<file path="src/rtl/alu_arbiter_if.sv">
// alu_arbiter_if: requester handshake, result return and ALU pin bundle for alu_arbiter.
// Lock0/Lock1 exist only when ALU_ARB_LOCK_EN is defined.
interface alu_arbiter_if #(
  parameter int unsigned W   = 8,
  parameter int unsigned Ops = 4
);
  // Requester 0
  logic           Req0;
  logic [Ops-1:0] Op0;
  logic [W-1:0]   A0;
  logic [W-1:0]   B0;
  logic [4:0]     Imm0;
  logic [2:0]     Loop0;
  // Requester 1
  logic           Req1;
  logic [Ops-1:0] Op1;
  logic [W-1:0]   A1;
  logic [W-1:0]   B1;
  logic [4:0]     Imm1;
  logic [2:0]     Loop1;
`ifdef ALU_ARB_LOCK_EN
  logic           Lock0;
  logic           Lock1;
`endif
  // Completion and captured result
  logic           Done0;
  logic           Done1;
  logic [W-1:0]   Result;
  logic [2:0]     Flags;
  // ALU pins
  logic [W-1:0]   AluA;
  logic [W-1:0]   AluB;
  logic [4:0]     AluImm;
  logic [2:0]     AluLoop;
  logic [Ops-1:0] AluOp;
  logic           AluSC;
  logic [W-1:0]   AluOut;
  logic           AluZero;
  logic           AluParity;
  logic           AluOdd;

  // Arbiter side
  modport slave (
    input  Req0, Op0, A0, B0, Imm0, Loop0,
    input  Req1, Op1, A1, B1, Imm1, Loop1,
`ifdef ALU_ARB_LOCK_EN
    input  Lock0, Lock1,
`endif
    output Done0, Done1, Result, Flags,
    output AluA, AluB, AluImm, AluLoop, AluOp, AluSC,
    input  AluOut, AluZero, AluParity, AluOdd
  );

  // Requesters plus ALU side
  modport master (
    output Req0, Op0, A0, B0, Imm0, Loop0,
    output Req1, Op1, A1, B1, Imm1, Loop1,
`ifdef ALU_ARB_LOCK_EN
    output Lock0, Lock1,
`endif
    input  Done0, Done1, Result, Flags,
    input  AluA, AluB, AluImm, AluLoop, AluOp, AluSC,
    output AluOut, AluZero, AluParity, AluOdd
  );
endinterface

</file>
<file path="src/rtl/alu_arbiter.sv">
// alu_arbiter: round-robin sharing of one combinational ALU between two requesters.
// Each op runs IDLE (grant/latch) -> ISSUE (ALU driven) -> DONE (one-cycle Done pulse).
// Optional macro ALU_ARB_LOCK_EN: Lock0/Lock1 keep the grant with the served requester
// for atomic sequences, bounded to 4 consecutive grants.
module alu_arbiter #(
  parameter int unsigned W   = 8,
  parameter int unsigned Ops = 4
) (
  input  logic         Clk,
  input  logic         Reset,
  alu_arbiter_if.slave bus
);

  localparam int unsigned IMM_W  = 5;
  localparam int unsigned LOOP_W = 3;
  localparam int unsigned FLAG_W = 3;

  typedef enum logic [1:0] {
    IDLE  = 2'd0,
    ISSUE = 2'd1,
    DONE  = 2'd2
  } state_t;

  state_t              state;
  state_t              state_nxt;
  logic                ptr;
  logic                ptr_nxt;
  logic                gnt;
  logic                gnt_nxt;
  logic                load_c;
  logic                capture_c;
  logic                done0_nxt;
  logic                done1_nxt;

  logic                done0_q;
  logic                done1_q;
  logic [W-1:0]        result_q;
  logic [FLAG_W-1:0]   flags_q;
  logic [W-1:0]        alu_a_q;
  logic [W-1:0]        alu_b_q;
  logic [IMM_W-1:0]    alu_imm_q;
  logic [LOOP_W-1:0]   alu_loop_q;
  logic [Ops-1:0]      alu_op_q;

`ifdef ALU_ARB_LOCK_EN
  localparam int unsigned       CNT_W    = 3;
  localparam logic [CNT_W-1:0]  LOCK_MAX = CNT_W'(4);

  logic [CNT_W-1:0] cnt;
  logic [CNT_W-1:0] cnt_nxt;
  logic             lock_c;

  // Lock request of whichever requester is currently being served
  assign lock_c = gnt ? bus.Lock1 : bus.Lock0;
`endif

  // Control state: FSM, round-robin pointer, grant owner, Done pulses
  always_ff @(posedge Clk) begin
    if (!Reset) begin
      state   <= IDLE;
      ptr     <= 1'b0;
      gnt     <= 1'b0;
      done0_q <= 1'b0;
      done1_q <= 1'b0;
`ifdef ALU_ARB_LOCK_EN
      cnt     <= '0;
`endif
    end else begin
      state   <= state_nxt;
      ptr     <= ptr_nxt;
      gnt     <= gnt_nxt;
      done0_q <= done0_nxt;
      done1_q <= done1_nxt;
`ifdef ALU_ARB_LOCK_EN
      cnt     <= cnt_nxt;
`endif
    end
  end

  // Next-state, grant selection and register-enable decode
  always_comb begin
    state_nxt = state;
    ptr_nxt   = ptr;
    gnt_nxt   = gnt;
    load_c    = 1'b0;
    capture_c = 1'b0;
    done0_nxt = 1'b0;
    done1_nxt = 1'b0;
`ifdef ALU_ARB_LOCK_EN
    cnt_nxt   = cnt;
`endif
    case (state)
      IDLE: begin
        if (bus.Req0 || bus.Req1) begin
          gnt_nxt   = (bus.Req0 && bus.Req1) ? ptr : bus.Req1;
          load_c    = 1'b1;
          state_nxt = ISSUE;
`ifdef ALU_ARB_LOCK_EN
          // Count consecutive grants to the same requester; a switch restarts the run
          if (gnt_nxt == gnt) begin
            cnt_nxt = (cnt == '1) ? cnt : cnt + CNT_W'(1);
          end else begin
            cnt_nxt = CNT_W'(1);
          end
`endif
        end
      end
      ISSUE: begin
        capture_c = 1'b1;
        done0_nxt = ~gnt;
        done1_nxt = gnt;
        state_nxt = DONE;
      end
      DONE: begin
        ptr_nxt   = ~gnt;
`ifdef ALU_ARB_LOCK_EN
        if (lock_c && (cnt < LOCK_MAX)) begin
          ptr_nxt = gnt;
        end
`endif
        state_nxt = IDLE;
      end
      default: begin
        state_nxt = IDLE;
      end
    endcase
  end

  // Issue registers latch the granted operands; result register captures the ALU
  always_ff @(posedge Clk) begin
    if (!Reset) begin
      alu_a_q    <= '0;
      alu_b_q    <= '0;
      alu_imm_q  <= '0;
      alu_loop_q <= '0;
      alu_op_q   <= '0;
      result_q   <= '0;
      flags_q    <= '0;
    end else begin
      if (load_c) begin
        if (gnt_nxt) begin
          alu_a_q    <= bus.A1;
          alu_b_q    <= bus.B1;
          alu_imm_q  <= bus.Imm1;
          alu_loop_q <= bus.Loop1;
          alu_op_q   <= bus.Op1;
        end else begin
          alu_a_q    <= bus.A0;
          alu_b_q    <= bus.B0;
          alu_imm_q  <= bus.Imm0;
          alu_loop_q <= bus.Loop0;
          alu_op_q   <= bus.Op0;
        end
      end
      if (capture_c) begin
        result_q <= bus.AluOut;
        flags_q  <= {bus.AluZero, bus.AluParity, bus.AluOdd};
      end
    end
  end

  assign bus.Done0   = done0_q;
  assign bus.Done1   = done1_q;
  assign bus.Result  = result_q;
  assign bus.Flags   = flags_q;
  assign bus.AluA    = alu_a_q;
  assign bus.AluB    = alu_b_q;
  assign bus.AluImm  = alu_imm_q;
  assign bus.AluLoop = alu_loop_q;
  assign bus.AluOp   = alu_op_q;
  assign bus.AluSC   = 1'b0;

endmodule

</file>
<file path="src/flat_wrapper.sv">
// flat-port wrapper written by rule: the top's interface ports become plain ports
module alu_arbiter_flat 
#(
  parameter int unsigned W   = 8,
  parameter int unsigned Ops = 4
)
  (Clk, Reset, bus_Req0, bus_Op0, bus_A0, bus_B0, bus_Imm0, bus_Loop0, bus_Req1, bus_Op1, bus_A1, bus_B1, bus_Imm1, bus_Loop1, bus_Done0, bus_Done1, bus_Result, bus_Flags, bus_AluA, bus_AluB, bus_AluImm, bus_AluLoop, bus_AluOp, bus_AluSC, bus_AluOut, bus_AluZero, bus_AluParity, bus_AluOdd);
  alu_arbiter_if #(.W(W), .Ops(Ops)) bus_i ();
  input  logic Clk;
  input  logic Reset;
  input wire logic [$bits(bus_i.Req0)-1:0] bus_Req0;
  input wire logic [$bits(bus_i.Op0)-1:0] bus_Op0;
  input wire logic [$bits(bus_i.A0)-1:0] bus_A0;
  input wire logic [$bits(bus_i.B0)-1:0] bus_B0;
  input wire logic [$bits(bus_i.Imm0)-1:0] bus_Imm0;
  input wire logic [$bits(bus_i.Loop0)-1:0] bus_Loop0;
  input wire logic [$bits(bus_i.Req1)-1:0] bus_Req1;
  input wire logic [$bits(bus_i.Op1)-1:0] bus_Op1;
  input wire logic [$bits(bus_i.A1)-1:0] bus_A1;
  input wire logic [$bits(bus_i.B1)-1:0] bus_B1;
  input wire logic [$bits(bus_i.Imm1)-1:0] bus_Imm1;
  input wire logic [$bits(bus_i.Loop1)-1:0] bus_Loop1;
  output wire logic [$bits(bus_i.Done0)-1:0] bus_Done0;
  output wire logic [$bits(bus_i.Done1)-1:0] bus_Done1;
  output wire logic [$bits(bus_i.Result)-1:0] bus_Result;
  output wire logic [$bits(bus_i.Flags)-1:0] bus_Flags;
  output wire logic [$bits(bus_i.AluA)-1:0] bus_AluA;
  output wire logic [$bits(bus_i.AluB)-1:0] bus_AluB;
  output wire logic [$bits(bus_i.AluImm)-1:0] bus_AluImm;
  output wire logic [$bits(bus_i.AluLoop)-1:0] bus_AluLoop;
  output wire logic [$bits(bus_i.AluOp)-1:0] bus_AluOp;
  output wire logic [$bits(bus_i.AluSC)-1:0] bus_AluSC;
  input wire logic [$bits(bus_i.AluOut)-1:0] bus_AluOut;
  input wire logic [$bits(bus_i.AluZero)-1:0] bus_AluZero;
  input wire logic [$bits(bus_i.AluParity)-1:0] bus_AluParity;
  input wire logic [$bits(bus_i.AluOdd)-1:0] bus_AluOdd;
  assign bus_i.Req0 = bus_Req0;
  assign bus_i.Op0 = bus_Op0;
  assign bus_i.A0 = bus_A0;
  assign bus_i.B0 = bus_B0;
  assign bus_i.Imm0 = bus_Imm0;
  assign bus_i.Loop0 = bus_Loop0;
  assign bus_i.Req1 = bus_Req1;
  assign bus_i.Op1 = bus_Op1;
  assign bus_i.A1 = bus_A1;
  assign bus_i.B1 = bus_B1;
  assign bus_i.Imm1 = bus_Imm1;
  assign bus_i.Loop1 = bus_Loop1;
  assign bus_Done0 = bus_i.Done0;
  assign bus_Done1 = bus_i.Done1;
  assign bus_Result = bus_i.Result;
  assign bus_Flags = bus_i.Flags;
  assign bus_AluA = bus_i.AluA;
  assign bus_AluB = bus_i.AluB;
  assign bus_AluImm = bus_i.AluImm;
  assign bus_AluLoop = bus_i.AluLoop;
  assign bus_AluOp = bus_i.AluOp;
  assign bus_AluSC = bus_i.AluSC;
  assign bus_i.AluOut = bus_AluOut;
  assign bus_i.AluZero = bus_AluZero;
  assign bus_i.AluParity = bus_AluParity;
  assign bus_i.AluOdd = bus_AluOdd;
  alu_arbiter #(.W(W), .Ops(Ops)) u_core (.Clk(Clk), .Reset(Reset), .bus(bus_i));
endmodule
</file>
<file path="config.mk">
export PLATFORM = sky130hd
export DESIGN_NAME = alu_arbiter_flat
export DESIGN_NICKNAME = d
export VERILOG_FILES = /design/src/rtl/alu_arbiter_if.sv /design/src/rtl/alu_arbiter.sv /design/src/flat_wrapper.sv
export SDC_FILE = /design/constraint.sdc
export NUM_CORES = 1
export LEC_CHECK = 0
export ABC_CLOCK_PERIOD_IN_PS = 1620
export CORE_MARGIN = 2
export CORE_UTILIZATION = 40
export CTS_BUF_LIST = sky130_fd_sc_hd__clkbuf_4
export DETAILED_ROUTE_END_ITERATION = 8
export HOLD_SLACK_MARGIN = 0.08
export PLACE_DENSITY = 0.82
export SLEW_MARGIN = 20
export SYNTH_ARGS = -nofsm -noshare
export SYNTH_HDL_FRONTEND = slang
export SYNTH_SLANG_ARGS = --single-unit
</file>
<file path="constraint.sdc">
create_clock -name Clk -period 1.62 [get_ports Clk]
set_input_delay 0.243 -clock Clk [delete_from_list [all_inputs] [get_ports Clk]]
set_output_delay 0.243 -clock Clk [all_outputs]
set_load 0.005 [all_outputs]
</file>
## Word level (Yosys, flattened, before mapping)

Cells that the tools add are included.

- Register bits: 45
- Input bits: 71
- Output and inout bits: 42
- Logic and storage cells: 33

- Equality and inequality tests: 3
- Muxes and demuxes: 13
- Bitwise gates (word level): 1
- Reduce and logical (&&, ||, !) cells: 4

Operators with widths:

| cell | count |
|---|---|
| $mux W8 | 2 |
| $mux W1 | 6 |
| $mux W5 | 1 |
| $mux W4 | 1 |
| $pmux W2 S2 | 1 |
| $mux W3 | 1 |
| $eq A2 B1 Y1 const B | 1 |
| $eq A2 B2 Y1 const B | 1 |
| $logic_not A2 Y1 | 1 |
| $mux W2 | 1 |
| $ne A2 B1 Y1 const B | 1 |
| $reduce_and A2 Y1 | 1 |
| $logic_and A1 B1 Y1 | 1 |
| $logic_or A1 B1 Y1 | 1 |
| $not A1 Y1 | 1 |

## Depth between registers and ports, before layout

Gate-level depths: netlist of run 1.

- Depth in word-level cells: 5
- Depth in mapped cells: 5
- Mapped depth without buffers: 3

## Worst setup path before layout of run 1

No wires, ideal clock.

- Path kind: register to register
- From: register u_core.state[0]
- To: register u_core.alu_b_q[0], in the netlist u_core.bus.AluB[0]
- Setup time: 142 ps
- Arrival: 1131 ps
- Data required time: 1478 ps
- Setup slack: 347 ps
- Cell stages (with the launch flop): 6
- Buffers on the path: 2
- Period minus slack after synthesis: 1273 ps
- Path through: dfxtp_1 > a211o_1 > buf_6 > clkbuf_4 > o21ai_0 > a311oi_1

- Longest elaborated chain between the ends: 3
- Elaborated cells on any way between the ends: 4
- Those cells by class: 3 x mux; 1 x reduce/logical

Ends and longest elaborated chain:

| element | RTL line | source |
|---|---|---|
| start: declaration | alu_arbiter.sv:24 | `state_t state;` |
| start signal: assignment | alu_arbiter.sv:69 | `state <= state_nxt;` |
| $logic_not A2 Y1 * | alu_arbiter.sv:92 | `case (state)` |
| $mux W1 | alu_arbiter.sv:92 |  |
| $mux W8 | alu_arbiter.sv:141 | `if (gnt_nxt) begin` |
| end signal: assignment | alu_arbiter.sv:143 | `alu_b_q <= bus.B1;` |
| end signal: assignment | alu_arbiter.sv:149 | `alu_b_q <= bus.B0;` |
| end: declaration | alu_arbiter.sv:40 | `logic [W-1:0] alu_b_q;` |

Every way passes the cells marked *; elsewhere a longest branch is shown, timed or not.
A chain may end at the register's enable or synchronous reset.

## Worst setup path after layout of run 1

- From: register u_core.alu_a_q[7], in the netlist u_core.bus.AluA[7]
- To: output bus_AluA[7]

RTL lines:

| element | RTL line | source |
|---|---|---|
| start: declaration | alu_arbiter.sv:39 | `logic [W-1:0] alu_a_q;` |
| start signal: assignment | alu_arbiter.sv:142 | `alu_a_q <= bus.A1;` |
| start signal: assignment | alu_arbiter.sv:148 | `alu_a_q <= bus.A0;` |
| end: declaration | flat_wrapper.sv:27 | `output wire logic [$bits(bus_i.AluA)-1:0] bus_AluA;` |

No word-level cell between the ends.

==> summary.md, run 1 <==
Among cell families on the critical path, the largest total delay comes from buffers and inverters. The cell count after synthesis came out at 238. The tools report the highest achievable clock rate as 677.2 MHz.

The run finished with clean final reports. During I/O placement, the number of pins put on the boundary was 113. The number of antenna-violating nets in the routed design was 0. The multi-input logic area is 942.2 sq um, and the area added between synthesis and finish is 64.58%. The analysis attributes to cell leakage a power of 1.177 nW.

The number of antenna diodes in the final layout is 0. The logs give 5 for the total clock buffers created by CTS and 2287 for the total number of vias. At the end of the flow, the number of nets in the layout was 418. Data on the critical path is required at its endpoint by 1.38 ns. IR analysis of the VDD net gives a maximum drop of 0.0005060 V.

The die outline area is 5627 sq um, and the proportion of layout cells with a drive suffix above 1 is 8.621%. Clock latency on the worst-skew pair, taken at its later pin, is 0.35 ns. Measured along the x axis, the die boundary spans 75.01 microns. Global routing used 21.85% of the available tracks across all layers. The number of fill cells was 386. The sequential cell area in the final layout was 900.9 sq um. The cell at the slowest stage of the critical path was sky130_fd_sc_hd__clkdlybuf4s50_1. Level count of the clock H-tree: 2. Before CTS, the worst setup slack after placement is -0.08204 ns.

The number of setup buffers added after CTS is 0. The longest clock path from root to sink contains 2 buffers. The global-route wire length before repair is 9535 microns, and the count of state elements after synthesis is 45. The total area inside the core boundary comes to 4786 sq um. The number of antenna violations at the first check in global routing came out at 0. The minimum clock period came out at 1.477 ns.

For the number of hold violations in the final report, the log shows 0. The startpoint identified for the worst hold timing path is bus_AluZero. The average footprint of a synthesized cell is 8.475 sq um.

The critical path is of the flop to primary output type. For this configuration, the core starts out at a cell density of 42.14%. The logs give 309 for the total nets after synthesis and 0.005434 ns for the maximum clock skew at final layout. The largest net degree at the start of global routing came out at 33. For this run, the detailed router's first-pass iteration total came to 4. The total cell area at the placement stage was 3241 sq um. The min-delay analysis places its worst path in the category primary input to flop. Setup repair after global routing left no endpoint under its margin.

The endpoint kind of the worst setup timing path was a primary output. For this run, the number of Yosys warnings is 0. The power density relative to cell area was 846.8 nW/um^2; the detailed-route wire length was 6212 microns. The tools report the distinct cell type count after synthesis as 27. The clock sink count was 45; the maximum fanout along the worst path was 2. The die is 75.01 microns tall.

The library cell used most frequently in the layout, excluding fill and tap cells, is sky130_fd_sc_hd__clkdlybuf4s50_1. Data on the critical path arrives at its endpoint at 1.23 ns. For the number of buffers inserted by hold repair at cts, the log shows 0. The row count was 25. For the max-slew violation count, the log shows 0.

After layout, the worst path uses 91.15% of the clock period. The weighted congestion reported at the end of routability-driven placement was 0.7574. The worst register-to-register path begins at u_core.state[0]. The tools report the kind of launch point of the worst setup path as a flop.

The tools report the final-report setup violation count as 0. TritonCTS built the clock tree. Summing all non-filler instances in the final layout gives an area of 3319 sq um. In this design, the stage delay of the slowest critical-path cell is 0.52 ns. Counting tap cells, the placed design contains a total of 407 instances. The tools report the number of max-cap violations as 0. The via count of the first global-routing pass is 2057.

Gates resized during post-CTS repair numbered 0. The count of buffering cells on the critical path with inverters included works out to 1. Leaving out fill and tap cells, the most frequent cells in the layout are sky130_fd_sc_hd__clkdlybuf4s50_1, sky130_fd_sc_hd__dfxtp_1, sky130_fd_sc_hd__a21oi_1.

CTS placed an instance of sky130_fd_sc_hd__clkbuf_4 at the clock tree root. For this run, the register share of the synthesized area comes to 44.67%. Once layout is complete, the utilization of the core stands at 69.36%.

After global routing the overflow that remains totals 0. The count of buffers added on input and output ports is 111. The logs give 0.1434 ns for the final worst slack and 2017 sq um for the area of the mapped netlist.

The critical path goes through clkdlybuf4s50_1. The tools report the sum of internal, switching and leakage power as 0.002811 W. The run gives 131 as the initial DRC count.

In the final routed layout, each cell accounts on average for 14.97 microns. The critical path startpoint was u_core.bus.AluA[7]. Placed wire-length estimate: 4500 microns. The logs give 415 for the count of placed standard cells in the final layout, fillers left out and 0 for the count of unresolved DRC violations after routing.

Dividing the detail-routed via count by the number of cells gives 5.511. The clock slew at the register clock pins of the worst setup and hold paths works out to 0.13 ns.
## worst paths after layout
path	cells after the start	slack [ns]	to
worst min register to register	2	0.46	u_core.bus.Result[4]
worst min-delay path	3	0.43	u_core.bus.Flags[2]
worst max register to register	4	0.31	u_core.bus.AluA[0]
worst max-delay path	1	0.14	bus_AluA[7]
## worst reg2reg max path: cells and delay by family, from the launching register on
family | cells | cell delay (ns)
compound gates | 3 | 0.66
flops | 1 | 0.38
buf+inv | 1 | 0.17
## power breakdown
part | internal, W | total, W | leakage [nW] | switching, W
registers | 0.00122 | 0.00129 | 0.372 | 0.0000681
logic | 0.000503 | 0.000848 | 0.767 | 0.000346
clock network | 0.000320 | 0.000676 | 0.0389 | 0.000356
## metrics by stage
step	setup TNS, ns	hold WS, ns
2_1_floorplan	0	0.3790
3_3_place_gp	-0.3379	0.4416
3_5_place_dp	-1.019	0.4485
4_1_cts	0	0.4175
5_1_grt	0	0.4398
6_report	0	0.4269
## cells by family (layout without fill, tap and decap cells)
logic type	after synthesis	in the layout	share of synthesized area, %
AND/OR/NAND/NOR	62	62	16.38
flip-flops	45	45	44.66
other	1	1	0.1859
AO/OA/AOI/OAI	98	98	30.15
buffers and inverters	32	142	8.622
## cell type report
type	instances	area share [%]
well taps	67	2.525
clock inverters	3	1.244
clock buffers	5	1.131
inverters	2	0.2262
flip-flops and latches	45	27.14
multi-input cells	161	28.38
repair buffers	132	39.35
## metal layers
layer / track usage [%] / vias up / share of wire [%]
met3: 5.221 / 2 / 8.0
met2: 37.91 / 107 / 49
met1: 27.51 / 1055 / 42
met4: 4.960 / 0 / 0.55
li1: - / 1123 / -
met5: 0 / - / 0
## registers in the layout (all words and copies together) (netlist names), named ones only
signal,count
u_core.bus.AluB,8
u_core.bus.Done1,1
u_core.bus.Result,8
u_core.ptr,1
u_core.bus.AluOp,4
u_core.bus.AluImm,5
u_core.bus.Done0,1
u_core.bus.AluA,8
u_core.state,2
u_core.bus.Flags,3
u_core.bus.AluLoop,3
## cells in the mapped netlist
cell                       number  area [sq um]
sky130_fd_sc_hd__inv_1          1         3.750
sky130_fd_sc_hd__clkbuf_4       1         7.510
sky130_fd_sc_hd__o21ai_1        3         15.01
sky130_fd_sc_hd__nand4_1       28         175.2
sky130_fd_sc_hd__nor2b_1        2         12.51
sky130_fd_sc_hd__or2b_1         1         7.510
sky130_fd_sc_hd__conb_1         1         3.750
sky130_fd_sc_hd__nor3_1         1         5.000
sky130_fd_sc_hd__and3_1         2         12.51
sky130_fd_sc_hd__nand2_1       23         86.33
sky130_fd_sc_hd__buf_1          1         3.750
sky130_fd_sc_hd__clkbuf_1      10         37.54
sky130_fd_sc_hd__a311oi_1      28         245.2
sky130_fd_sc_hd__clkinv_1       1         3.750
sky130_fd_sc_hd__nor2_4         1         11.26
sky130_fd_sc_hd__a21oi_1       39         195.2
sky130_fd_sc_hd__o221a_2        1         11.26
sky130_fd_sc_hd__and2_1         1         6.260
sky130_fd_sc_hd__a211o_1        1         8.760
sky130_fd_sc_hd__a211oi_1       1         7.510
sky130_fd_sc_hd__buf_2         13         65.06
sky130_fd_sc_hd__dfxtp_1       45         900.9
sky130_fd_sc_hd__o21ai_0       25         125.1
sky130_fd_sc_hd__nor2_1         2         7.510
sky130_fd_sc_hd__buf_4          1         7.510
sky130_fd_sc_hd__or2_1          1         6.260
sky130_fd_sc_hd__buf_6          4         45.04
No activity file was read; power rests on OpenSTA's default activity.
==> run 2, diff against run 1 <==
--- a/config.mk
+++ b/config.mk
@@ -5,13 +5,14 @@
 export SDC_FILE = /design/constraint.sdc
 export NUM_CORES = 1
 export LEC_CHECK = 0
-export ABC_CLOCK_PERIOD_IN_PS = 1620
+export ABC_CLOCK_PERIOD_IN_PS = 1300
 export CORE_MARGIN = 2
-export CORE_UTILIZATION = 40
+export CORE_UTILIZATION = 36
 export CTS_BUF_LIST = sky130_fd_sc_hd__clkbuf_4
 export DETAILED_ROUTE_END_ITERATION = 8
 export HOLD_SLACK_MARGIN = 0.08
-export PLACE_DENSITY = 0.82
+export PLACE_DENSITY = 0.78
+export RECOVER_POWER = 100
 export SLEW_MARGIN = 20
 export SYNTH_ARGS = -nofsm -noshare
 export SYNTH_HDL_FRONTEND = slang
==> constraint.sdc (replaced) <==
create_clock -name Clk -period 1.3 [get_ports Clk]
set_input_delay 0.195 -clock Clk [delete_from_list [all_inputs] [get_ports Clk]]
set_output_delay 0.195 -clock Clk [all_outputs]
set_load 0.005 [all_outputs]
==> summary.md, run 2 (synthesis gave the netlist of run 1 again) <==
The flow ran to the end, and the final reports show no timing, DRC or antenna violations. The proportion of layout cells with a drive suffix above 1 is 16.01% (+7.4 points). The number of hold violations in the final report came out at 0 (unchanged).

The run gives 0 (unchanged) as the number of antenna violations at the first check in global routing. The cell depth of the worst hold path was 3 (unchanged). The power density relative to cell area was 985.9 nW/um^2 (+16%).

The total leakage power is 1.386 nW (+18%), and the via density per instance is 5.458 (-0.96%). Arrival time at the worst endpoint: 1.55 ns (+0.32 ns). The max-slew violation count is 0 (unchanged). The core box area is 5473 sq um (+14%). The leading cell type in the layout, fill and taps excluded was sky130_fd_sc_hd__clkdlybuf4s50_1. The root buffer cell chosen for the clock tree is sky130_fd_sc_hd__clkbuf_4.

The logs give 0.002340 W (+15%) for the cell internal power dissipation and 31.3% (+1.1 points) for the share of power burned in combinational logic. Kind of launch point of the worst setup path: a flop. The final-report setup violation count is 0 (unchanged), and the total number of vias is 2336 (+2.1%). The tools report the largest voltage drop on the vdd net as 0.0004654 V (-8.0%). The logs give 0.0009736 W (+26%) for the net load switching power and 5 (unchanged) for the total clock buffers created by CTS. The tools report the global-route wire length before repair as 9756 microns (+2.3%).

The maximum fanout along the worst path works out to 23 (+21). The tools report the row count as 27 (+8.0%). After layout, the minimum clock period comes to 1.272 ns. The tools report the starting density of the core as 36.85% (-5.3 points). The level count of the clock H-tree was 2 (unchanged); the final worst slack was 0.02765 ns (-0.1158 ns). The tools report the worst path required time as 1.58 ns (+0.20 ns). The path class of the tightest hold or removal check is primary input to flop. The clock slew at the register clock pins of the worst setup and hold paths was 0.14 ns (about the same). Leaving out fill and tap cells, the most frequent cells in the layout are sky130_fd_sc_hd__clkdlybuf4s50_1, sky130_fd_sc_hd__dlygate4sd2_1, sky130_fd_sc_hd__a21oi_1. The highest achievable clock rate came out at 785.9 MHz. The setup path with the least slack is of type flop to flop. The y dimension of the die is 78.85 microns (+5.1%), and the detailed-route wire length is 6427 microns (+3.5%).

The worst hold path begins at bus_AluOut[7]. The insertion delay of the later-clocked pin in the worst-skew pair was 0.36 ns (about the same). The placed wire-length estimate was 4468 microns (-0.70%). The logs give 2131 (+3.6%) for the via count of the first global-routing pass and 0.003313 W (+18%) for the sum of internal, switching and leakage power. The tools report the largest net degree at the start of global routing as 27 (-18%). The clock sink count is 45 (unchanged). The endpoint kind of the worst setup timing path is a flop. The tools report the overall overflow remaining after global route as 0 (unchanged). The number of detailed-route iterations in the first pass is 4 (unchanged). The count of unresolved DRC violations after routing was 0 (unchanged); the die outline area was 6217 sq um (+11%). The wire length per cell after detailed routing is 15.02 microns (+0.32%). The switching part of the total power came out at 29.39% (+2.0 points).

Number of antenna-violating nets in the routed design: 0 (unchanged). The logs give 0.8104 (+7.0%) for the weighted congestion reported at the end of routability-driven placement and 0.01587 ns (+0.01044 ns) for the maximum clock skew at final layout. The logs give -0.3950 ns (-0.3129 ns) for the worst slack at placement and 61.41% (-8.0 points) for the final cell utilization of the core. The critical path starts at u_core.state[0]. TritonCTS built the clock tree. The number of nets in the layout was 426 (+1.9%); the number of antenna cells inserted was 0 (unchanged). The run gives 48.6% (+2.8 points) as the share of total power in sequential cells.

The number of buffers added on ports is 111 (unchanged). The number of primary I/O pins was 113 (unchanged); the depth of the most critical reg-to-reg path was 4 (unchanged). The ratio of final minimum period to clock period was 97.87%.

The run gives 2 (unchanged) as the maximum number of buffers from clock root to sink. The width of the chip works out to 78.85 microns (+5.1%). The clock group share of total power came out at 20.1% (-3.9 points).

Launch point of the worst reg-to-reg path: u_core.state[0]. The area growth from synthesis to layout is 66.63%. The total track usage was 19.57% (-2.3 points); the number of max-cap violations was 0 (unchanged).

The run gives 82 (-37%) as the initial DRC count. Setup repair after global routing could not meet its margin everywhere.
==> run 2: timing repair <==
action / in CTS / in global routing
resized for setup: 83 / 15
pin swaps: 1 / 6
hold buffers: 0 / 0
setup endpoints to repair: 42 / 27
buffers inserted: 6 / 1
==> run 2: path summary, 6_finish.rpt <==
| path | end | slack, ns |
|---|---|---|
| worst max-delay path | u_core.bus.AluLoop[2] | 0.03 |
| worst min-delay path | u_core.bus.Result[7] | 0.38 |
| worst max register to register | u_core.bus.AluLoop[2] | 0.03 |
| worst min register to register | u_core.bus.Result[5] | 0.46 |
==> run 2: power by group through the flow <==
stage	clock, W	sequential, W	combinational (W)
2_1_floorplan	0	0.00163	0.000452
3_3_place_gp	0	0.00163	0.00104
3_5_place_dp	0	0.00163	0.00106
4_1_cts	0.000681	0.00162	0.00101
5_1_grt	0.000746	0.00163	0.00113
6_report	0.000667	0.00161	0.00104
==> run 2: metrics by stage <==
stage                     hold slack (ns)  cells  TNS (ns)  cell area (sq um)
after global placement             0.4427    413    -7.786               3254
final                              0.3810    428         0               3361
after CTS                          0.3581    427         0               3362
after floorplan                    0.3310    238         0               2017
after global routing               0.3601    428   -0.2783               3361
after detailed placement           0.4481    413    -9.238               3254
==> run 2: cell type report <==
cell class | instances | area [sq um]
clock inverters | 2 | 10.01
multi-input cells | 161 | 960.9
flip-flops and latches | 45 | 918.4
well taps | 72 | 90.09
inverters | 2 | 7.507
clock buffers | 6 | 45.04
fillers | 530 | 2112
repair buffers | 140 | 1329
==> run 2: worst max-delay path, stage by stage, from the launching register on <==
cell,delay (ns)
sky130_fd_sc_hd__dfxtp_2,0.38
sky130_fd_sc_hd__nor2_4,0.21
sky130_fd_sc_hd__buf_12,0.19
sky130_fd_sc_hd__nand4_1,0.12
sky130_fd_sc_hd__a311oi_2,0.28
==> run 2: metal layers <==
metal  track usage, %  up-vias  part of all wire [%]
li1                 -     1138                     -
met1            24.96     1078                    42
met2            32.56      114                    49
met3            4.659        6                   7.6
met4            6.552        0                  0.98
met5                0        -                     0
